`config.mk`:
```
export PLATFORM = sky130hd
export DESIGN_NAME = demux_1x2_stream
export DESIGN_NICKNAME = d
export VERILOG_FILES = /design/src/rtl/demux_pkg.sv /design/src/rtl/demux_out_slot.sv /design/src/rtl/demux_1x2_stream.sv
export SDC_FILE = /design/constraint.sdc
export NUM_CORES = 1
export LEC_CHECK = 0
export CAP_MARGIN = 40
export CORE_AREA = 5 5 102 104
export CTS_BUF_LIST = sky130_fd_sc_hd__clkbuf_4
export DETAILED_ROUTE_END_ITERATION = 7
export DIE_AREA = 0 0 107 109
export HOLD_SLACK_MARGIN = 0.1
export PLACE_DENSITY = 0.45
export REMOVE_ABC_BUFFERS = 1
export SLEW_MARGIN = 20
export SYNTH_ARGS = -nofsm -noshare
export SYNTH_HDL_FRONTEND = slang
export SYNTH_SLANG_ARGS = --single-unit
```
`constraint.sdc`:
```
create_clock -name clk -period 5.43 [get_ports clk]
set_input_delay 1.086 -clock clk [delete_from_list [all_inputs] [get_ports clk]]
set_output_delay 1.086 -clock clk [all_outputs]
set_load 0.03 [all_outputs]
```
`src/rtl/demux_pkg.sv`:
```
// Shared types and route encodings for the 1-to-2 stream demultiplexer.
package demux_pkg;

  typedef enum logic {
    ST_IDLE = 1'b0,
    ST_BUSY = 1'b1
  } demux_state_t;

  localparam logic ROUTE_Y0 = 1'b0;
  localparam logic ROUTE_Y1 = 1'b1;

endpackage

```
`src/rtl/demux_out_slot.sv`:
```
// One-entry output register slice: holds data/last/valid until the downstream accepts.
module demux_out_slot #(
  parameter int unsigned DATA_W = 8
) (
  input  logic              clk,
  input  logic              rst,
  input  logic              load,
  input  logic [DATA_W-1:0] load_data,
  input  logic              load_last,
  input  logic              ready,
  output logic [DATA_W-1:0] data,
  output logic              last,
  output logic              full,
  output logic              done
);

  always_ff @(posedge clk) begin
    if (rst) begin
      full <= 1'b0;
      data <= '0;
      last <= 1'b0;
    end else if (load) begin
      // A load wins over a drain in the same cycle, so back-to-back beats keep the slot full.
      full <= 1'b1;
      data <= load_data;
      last <= load_last;
    end else if (full && ready) begin
      full <= 1'b0;
    end
  end

  assign done = full & ready & last;

endmodule

```
`src/rtl/demux_1x2_stream.sv`:
```
// Registered 1-to-2 stream demultiplexer: whole packets steered to y0 or y1 by sel on
// the first beat, with per-output packet counters.
module demux_1x2_stream
  import demux_pkg::*;
#(
  parameter int unsigned DATA_W = 8,
  parameter int unsigned CNT_W  = 16
) (
  input  logic              clk,
  input  logic              rst,
  input  logic [DATA_W-1:0] i,
  input  logic              i_valid,
  input  logic              i_last,
  output logic              i_ready,
  input  logic              sel,
  output logic [DATA_W-1:0] y0,
  output logic              y0_valid,
  output logic              y0_last,
  input  logic              y0_ready,
  output logic [DATA_W-1:0] y1,
  output logic              y1_valid,
  output logic              y1_last,
  input  logic              y1_ready,
  output logic [CNT_W-1:0]  pkt_cnt0,
  output logic [CNT_W-1:0]  pkt_cnt1,
  output logic              busy
);

  demux_state_t state;
  logic         locked_route;
  logic         eff_route;
  logic         accept;
  logic         load0;
  logic         load1;
  logic         done0;
  logic         done1;

  // The route is taken live from sel only while idle; mid-packet it stays locked.
  assign eff_route = (state == ST_IDLE) ? sel : locked_route;
  assign i_ready   = (eff_route == ROUTE_Y1) ? (~y1_valid | y1_ready) : (~y0_valid | y0_ready);
  assign accept    = i_valid & i_ready;
  assign load0     = accept & (eff_route == ROUTE_Y0);
  assign load1     = accept & (eff_route == ROUTE_Y1);
  assign busy      = (state == ST_BUSY);

  always_ff @(posedge clk) begin
    if (rst) begin
      state        <= ST_IDLE;
      locked_route <= ROUTE_Y0;
    end else if (accept) begin
      case (state)
        ST_IDLE: begin
          if (!i_last) begin
            state        <= ST_BUSY;
            locked_route <= sel;
          end
        end
        ST_BUSY: begin
          if (i_last) begin
            state <= ST_IDLE;
          end
        end
        default: state <= ST_IDLE;
      endcase
    end
  end

  demux_out_slot #(
    .DATA_W(DATA_W)
  ) u_slot0 (
    .clk      (clk),
    .rst      (rst),
    .load     (load0),
    .load_data(i),
    .load_last(i_last),
    .ready    (y0_ready),
    .data     (y0),
    .last     (y0_last),
    .full     (y0_valid),
    .done     (done0)
  );

  demux_out_slot #(
    .DATA_W(DATA_W)
  ) u_slot1 (
    .clk      (clk),
    .rst      (rst),
    .load     (load1),
    .load_data(i),
    .load_last(i_last),
    .ready    (y1_ready),
    .data     (y1),
    .last     (y1_last),
    .full     (y1_valid),
    .done     (done1)
  );

  always_ff @(posedge clk) begin
    if (rst) begin
      pkt_cnt0 <= '0;
      pkt_cnt1 <= '0;
    end else begin
      if (done0) pkt_cnt0 <= pkt_cnt0 + CNT_W'(1);
      if (done1) pkt_cnt1 <= pkt_cnt1 + CNT_W'(1);
    end
  end

endmodule
```
# Word level (Yosys, flattened, before mapping)
# Index checks and enable logic that the tools add are counted.
# totals
register_bits	54
inputBits	15
out_inout_bits	54
word_cells	38
# classes
add_sub_neg	2
muxes	7
n_bitwise	14
reduce_logical	5
# ops
op	n
$add A16 B1 Y16 const B	2
$and A1 B1 Y1	7
$mux W1	7
$not A1 Y1	5
$reduce_bool A2 Y1	2
$reduce_and A3 Y1	1
$logic_and A1 B1 Y1	2
$or A1 B1 Y1	2

# Longest topological paths before layout
# depth
depth_word	6
mapped_depth	5
ltp_nobuf	5

# By module
# From an unflattened synthesis, not the netlist that was laid out.
# unflattened
cells_unflattened	246
hier_area_um2	2371.0
# by_module_without_submodules
mod	n_inst	cells_each	area_each_um2	seq_area_each_um2
demux_1x2_stream	1	178	1647.8	680.7
demux_out_slot	2	34	361.6	200.2

# Least setup slack after synthesis
# OpenSTA, ideal clock, no wires.
# synth_timing
path_type	in2out
startpoint	input sel
endpoint	output i_ready
t_arrival_ns	1.701
required_time_ns	4.344
setup_slack_ns	2.643
cell_stages	2
path_buffers	0
cell_sequence	mux2i_1 -> mux2_2
# synth_via
elab_chain_cells	2
# synth_rtl
item	line_no	source
from (decl)	demux_1x2_stream.sv:15	input logic sel,
$mux W1	demux_1x2_stream.sv:39	assign eff_route = (state == ST_IDLE) ? sel : locked_route;
$mux W1	demux_1x2_stream.sv:40	assign i_ready = (eff_route == ROUTE_Y1) ? (~y1_valid | y1_ready) : (~y0_valid | y0_ready);
to (decl)	demux_1x2_stream.sv:14	output logic i_ready,
# No other way between the ends.

# Worst setup path after layout
# Ends and elaborated chain as after synthesis.

==> run summary <==
Walking the worst path, the cells encountered are clkdlybuf4s50_1 -> mux2i_1 -> mux2_2 -> clkdlybuf4s50_1. At the end of the flow, the number of nets in the layout was 331. Of the total power, the share spent switching nets is 25.36%. The upper clock frequency limit is 262.4 MHz. The pin count of the biggest net entering global routing is 33. 0 antenna diodes ended up in the layout.

The number of setup violations in the final report came out at 0. The final total negative setup slack is 0 ps. The worst setup path is of the in -> out kind. The clock tree buffer depth came out at 2. The global routing usage summed across all routing layers came out at 10.14%. For this design, the slowest cell found on the critical path is sky130_fd_sc_hd__clkdlybuf4s50_1.

The initial standard-cell utilization of the core came out at 24.09%. Combinational cells account for 11.9% of the total power. The number of global-route vias before repair came out at 1,884. The synthesized netlist contains 34 unique library cells.

After clock tree synthesis, the setup repair step added 0 buffers. The number of buffers and inverters on the critical path is 2. The largest stage delay on the critical path came out at 600 ps. The area growth from synthesis to layout is 37.51%. In this run the remaining antenna-violating nets after routing total 0.

TritonCTS built the clock tree. The most frequent standard cell in the layout excluding fill and tap cells is sky130_fd_sc_hd__clkdlybuf4s50_1. The final max-slew violation count came out at 0. The overall power after layout came out at 724.9 uW.

By area, the combinational part of the netlist is dominated by simple AND/OR/NAND/NOR gates. The setup clock skew after layout is 5.854 ps. For this run the aggregate overflow at the end of global routing stands at 0. At the end of routability-driven placement, the weighted congestion stood at 0.6972.

The power per cell area is 231.4 nW/um2. The max-cap check violation count came out at 0. The detail-routed via count per cell came out at 4.559. The cell count of the worst reg-to-reg path is 4. In the layout the commonest cells are sky130_fd_sc_hd__clkdlybuf4s50_1 (67), sky130_fd_sc_hd__dfxtp_1 (54), sky130_fd_sc_hd__nor2_1 (37). The number of detailed-route iterations in the first pass came out at 4.

Clock latency on the worst-skew pair, taken at its later pin, is 370 ps. The maximum fanout encountered on the critical timing path is 3. For the pin with the worst max-slew slack, the measured transition is 754.2 ps. The average detailed-routed wire length per instance came out at 13.03 um. Yosys printed 0 warnings. The post-synthesis register bit count came out at 54. The switching power summed over all nets came out at 183.8 uW. The final period demand of the worst path came out at 3811 ps. Summed over all nets, the half-perimeter wirelength after detailed placement is 4.046 mm. The post-synthesis area per instance came out at 9.224 um2. The clock-pin slew of the registers on the worst-case setup and hold paths came out at 160 ps. In this design, the critical path's most frequently occurring cell is sky130_fd_sc_hd__clkdlybuf4s50_1. The worst setup path is launched from a primary input.

The kind of path behind the tightest hold check is reg -> reg. The depth of the worst hold-timing path is 2. The internal power component came out at 541.1 uW. The die is 107 um wide. Of the total synthesized cell area, the portion taken by AND, OR, NAND and NOR gates is 23.83%. For this run, design rule violations remaining after detail routing come to 0. The number of hold buffers added after CTS was 0. Setup repair after global routing left no endpoint under its margin. The instance count of the mapped netlist is 247.

The number of buffers created by CTS is 5. The number of cells on the critical path came out at 4. The row count came out at 36.

The number of input and output port buffers inserted is 68. For this design the top-level I/O count stands at 69. The run finished with clean final reports. The wire length of the first global-routing pass came out at 9.508 mm. Broken down by cell family, the worst path's largest delay share belongs to buffers and inverters.

Headroom to the max-slew limit came out at 49.57%. CTS placed an instance of sky130_fd_sc_hd__clkbuf_4 at the clock tree root. The initial antenna violation count is 0. The critical path data arrival time is 2720 ps. The worst path setup slack after routing came out at 1619 ps.

Timing analysis after detailed placement gives a worst setup slack of 1606 ps. For this block, the via count after detailed routing is 1,956. The worst setup path is captured at an output port. The register share of total power came out at 57.0%. The die extent in y came out at 109 um. The detailed router finished its first iteration with 38 violations. The final standard cell utilization of the core came out at 33.12%.

The deepest level of the CTS H-tree is 2. The part of the power in the clock network came out at 31.2%. Once the clock tree was built, the resizer swapped 0 gates to a different size.

The portion of the post-synthesis area used by sequential elements came out at 47.45%. The multiplexer area fraction after synthesis is 10.21%. The count of clock tree sinks is 54. The fraction of the cycle the final worst path needs came out at 70.18%. The maximum ir drop on the vdd rail came out at 0.0001206 V. The fraction of layout cells with a size suffix above 1 came out at 6.032%.

The full die area came out at 11,660 um2. The final routed wirelength across all metal layers is 5.592 mm. The number of failing hold endpoints at the final stage was 0. The core box area came out at 9459 um2. The static leakage came out at 0.001131 uW.

At the worst endpoint, the required time is 4340 ps. Summing the areas of all xor and xnor instances in the mapped netlist gives 6.150% of the synthesized area. The cell area after technology mapping came out at 2278 um2.

The area share of fa/ha/maj cells after synthesis came out at 1.098%. The compound-cell area share of the yosys netlist came out at 7.963%.
-- logic make-up (layout without fill, tap and decap cells) --
group / count (synthesis) / after routing
buffers and inverters: 14 / 82
and+or+nand+nor: 106 / 106
xor gates and xnor gates: 16 / 16
DFF: 54 / 54
AOI/OAI and AO/OA: 32 / 32
muxes: 23 / 23
adders and majority gates: 2 / 2
-- worst min-delay path, stage by stage (launching register included) --
cell                      delay [ps]
sky130_fd_sc_hd__dfxtp_1         350
sky130_fd_sc_hd__o31ai_1          60
sky130_fd_sc_hd__a21oi_1          50
-- per-stage QoR --
| stage | std cells | cell area [um2] | hold slack (ps) |
|---|---|---|---|
| CTS | 428 | 3122 | 505.5 |
| global route | 429 | 3133 | 542.7 |
| global placement | 420 | 3044 | 465.9 |
| floorplan | 237 | 2218 | 447.7 |
| finish | 429 | 3133 | 496.3 |
| detailed placement | 420 | 3044 | 484.9 |
-- layout make-up --
type                       count  area (um2)
timing repair buffer          70       694.4
fill                        1000        6326
clock buffer                   5       37.54
tap                          114       142.6
inverter                       4       15.01
sequential                    54        1081
multi-input combinational    179        1122
clock inverter                 3       40.04
-- cells in the mapped netlist (all sizes together) --
| cell | number | area (um2) |
|---|---|---|
| dfxtp | 54 | 1081 |
| nor2 | 37 | 138.9 |
| mux2i | 21 | 210.2 |
| a21oi | 17 | 85.08 |
| nand2 | 14 | 52.55 |
| nand3 | 13 | 65.06 |
| xnor2 | 9 | 78.83 |
| or3 | 8 | 52.55 |
| clkbuf | 7 | 46.30 |
| o21ai | 7 | 35.03 |
| xor2 | 7 | 61.31 |
| nand2b | 5 | 31.28 |
| nand4 | 5 | 37.53 |
| nor4 | 5 | 31.28 |
| o31ai | 5 | 37.54 |
| or4 | 5 | 37.54 |
| and3 | 4 | 26.28 |
| and4 | 4 | 35.03 |
| inv | 4 | 15.01 |
| buf | 3 | 13.76 |
| nor3 | 3 | 15.01 |
| ha | 2 | 25.02 |
| mux2 | 2 | 22.52 |
| a211oi | 1 | 7.510 |
| a21o | 1 | 7.510 |
| a31o | 1 | 8.760 |
| nand3b | 1 | 7.510 |
| nor2b | 1 | 6.260 |
| or2 | 1 | 6.260 |
-- sequential cells by signal (all words and copies together), names as in the netlist --
register and count:
locked_route 1, u_slot1.last 1, pkt_cnt0 16, u_slot0.data 8
busy 1, u_slot1.full 1, pkt_cnt1 16, u_slot0.last 1
u_slot0.full 1, u_slot1.data 8
-- layer usage --
| layer | global-route usage [%] | up-vias | share of wire [%] |
|---|---|---|---|
| met4 | 3.014 | 0 | 1.2 |
| met5 | 0 | - | 0 |
| met1 | 12.70 | 899 | 45 |
| met2 | 15.92 | 49 | 45 |
| met3 | 4.322 | 7 | 8.0 |
| li1 | - | 1001 | - |
-- power by group through the flow --
| stage | registers (uW) | logic (uW) | clock network (uW) |
|---|---|---|---|
| floorplan | 439 | 24.6 | 0 |
| global placement | 421 | 85.8 | 0 |
| detailed placement | 422 | 86.3 | 0 |
| CTS | 413 | 86.6 | 240 |
| global route | 415 | 93.3 | 257 |
| finish | 413 | 86.0 | 226 |
-- worst paths after layout --
check / startpoint / to / slack, ps
max: sel / i_ready / 1620
min: pkt_cnt1[15]$_SDFFE_PP0P_ / pkt_cnt1[15]$_SDFFE_PP0P_ / 500
max reg2reg: busy$_SDFFE_PP0P_ / locked_route$_SDFFE_PP0P_ / 3480
min reg2reg: pkt_cnt1[15]$_SDFFE_PP0P_ / pkt_cnt1[15]$_SDFFE_PP0P_ / 500
No activity file was read; power rests on OpenSTA's default activity.
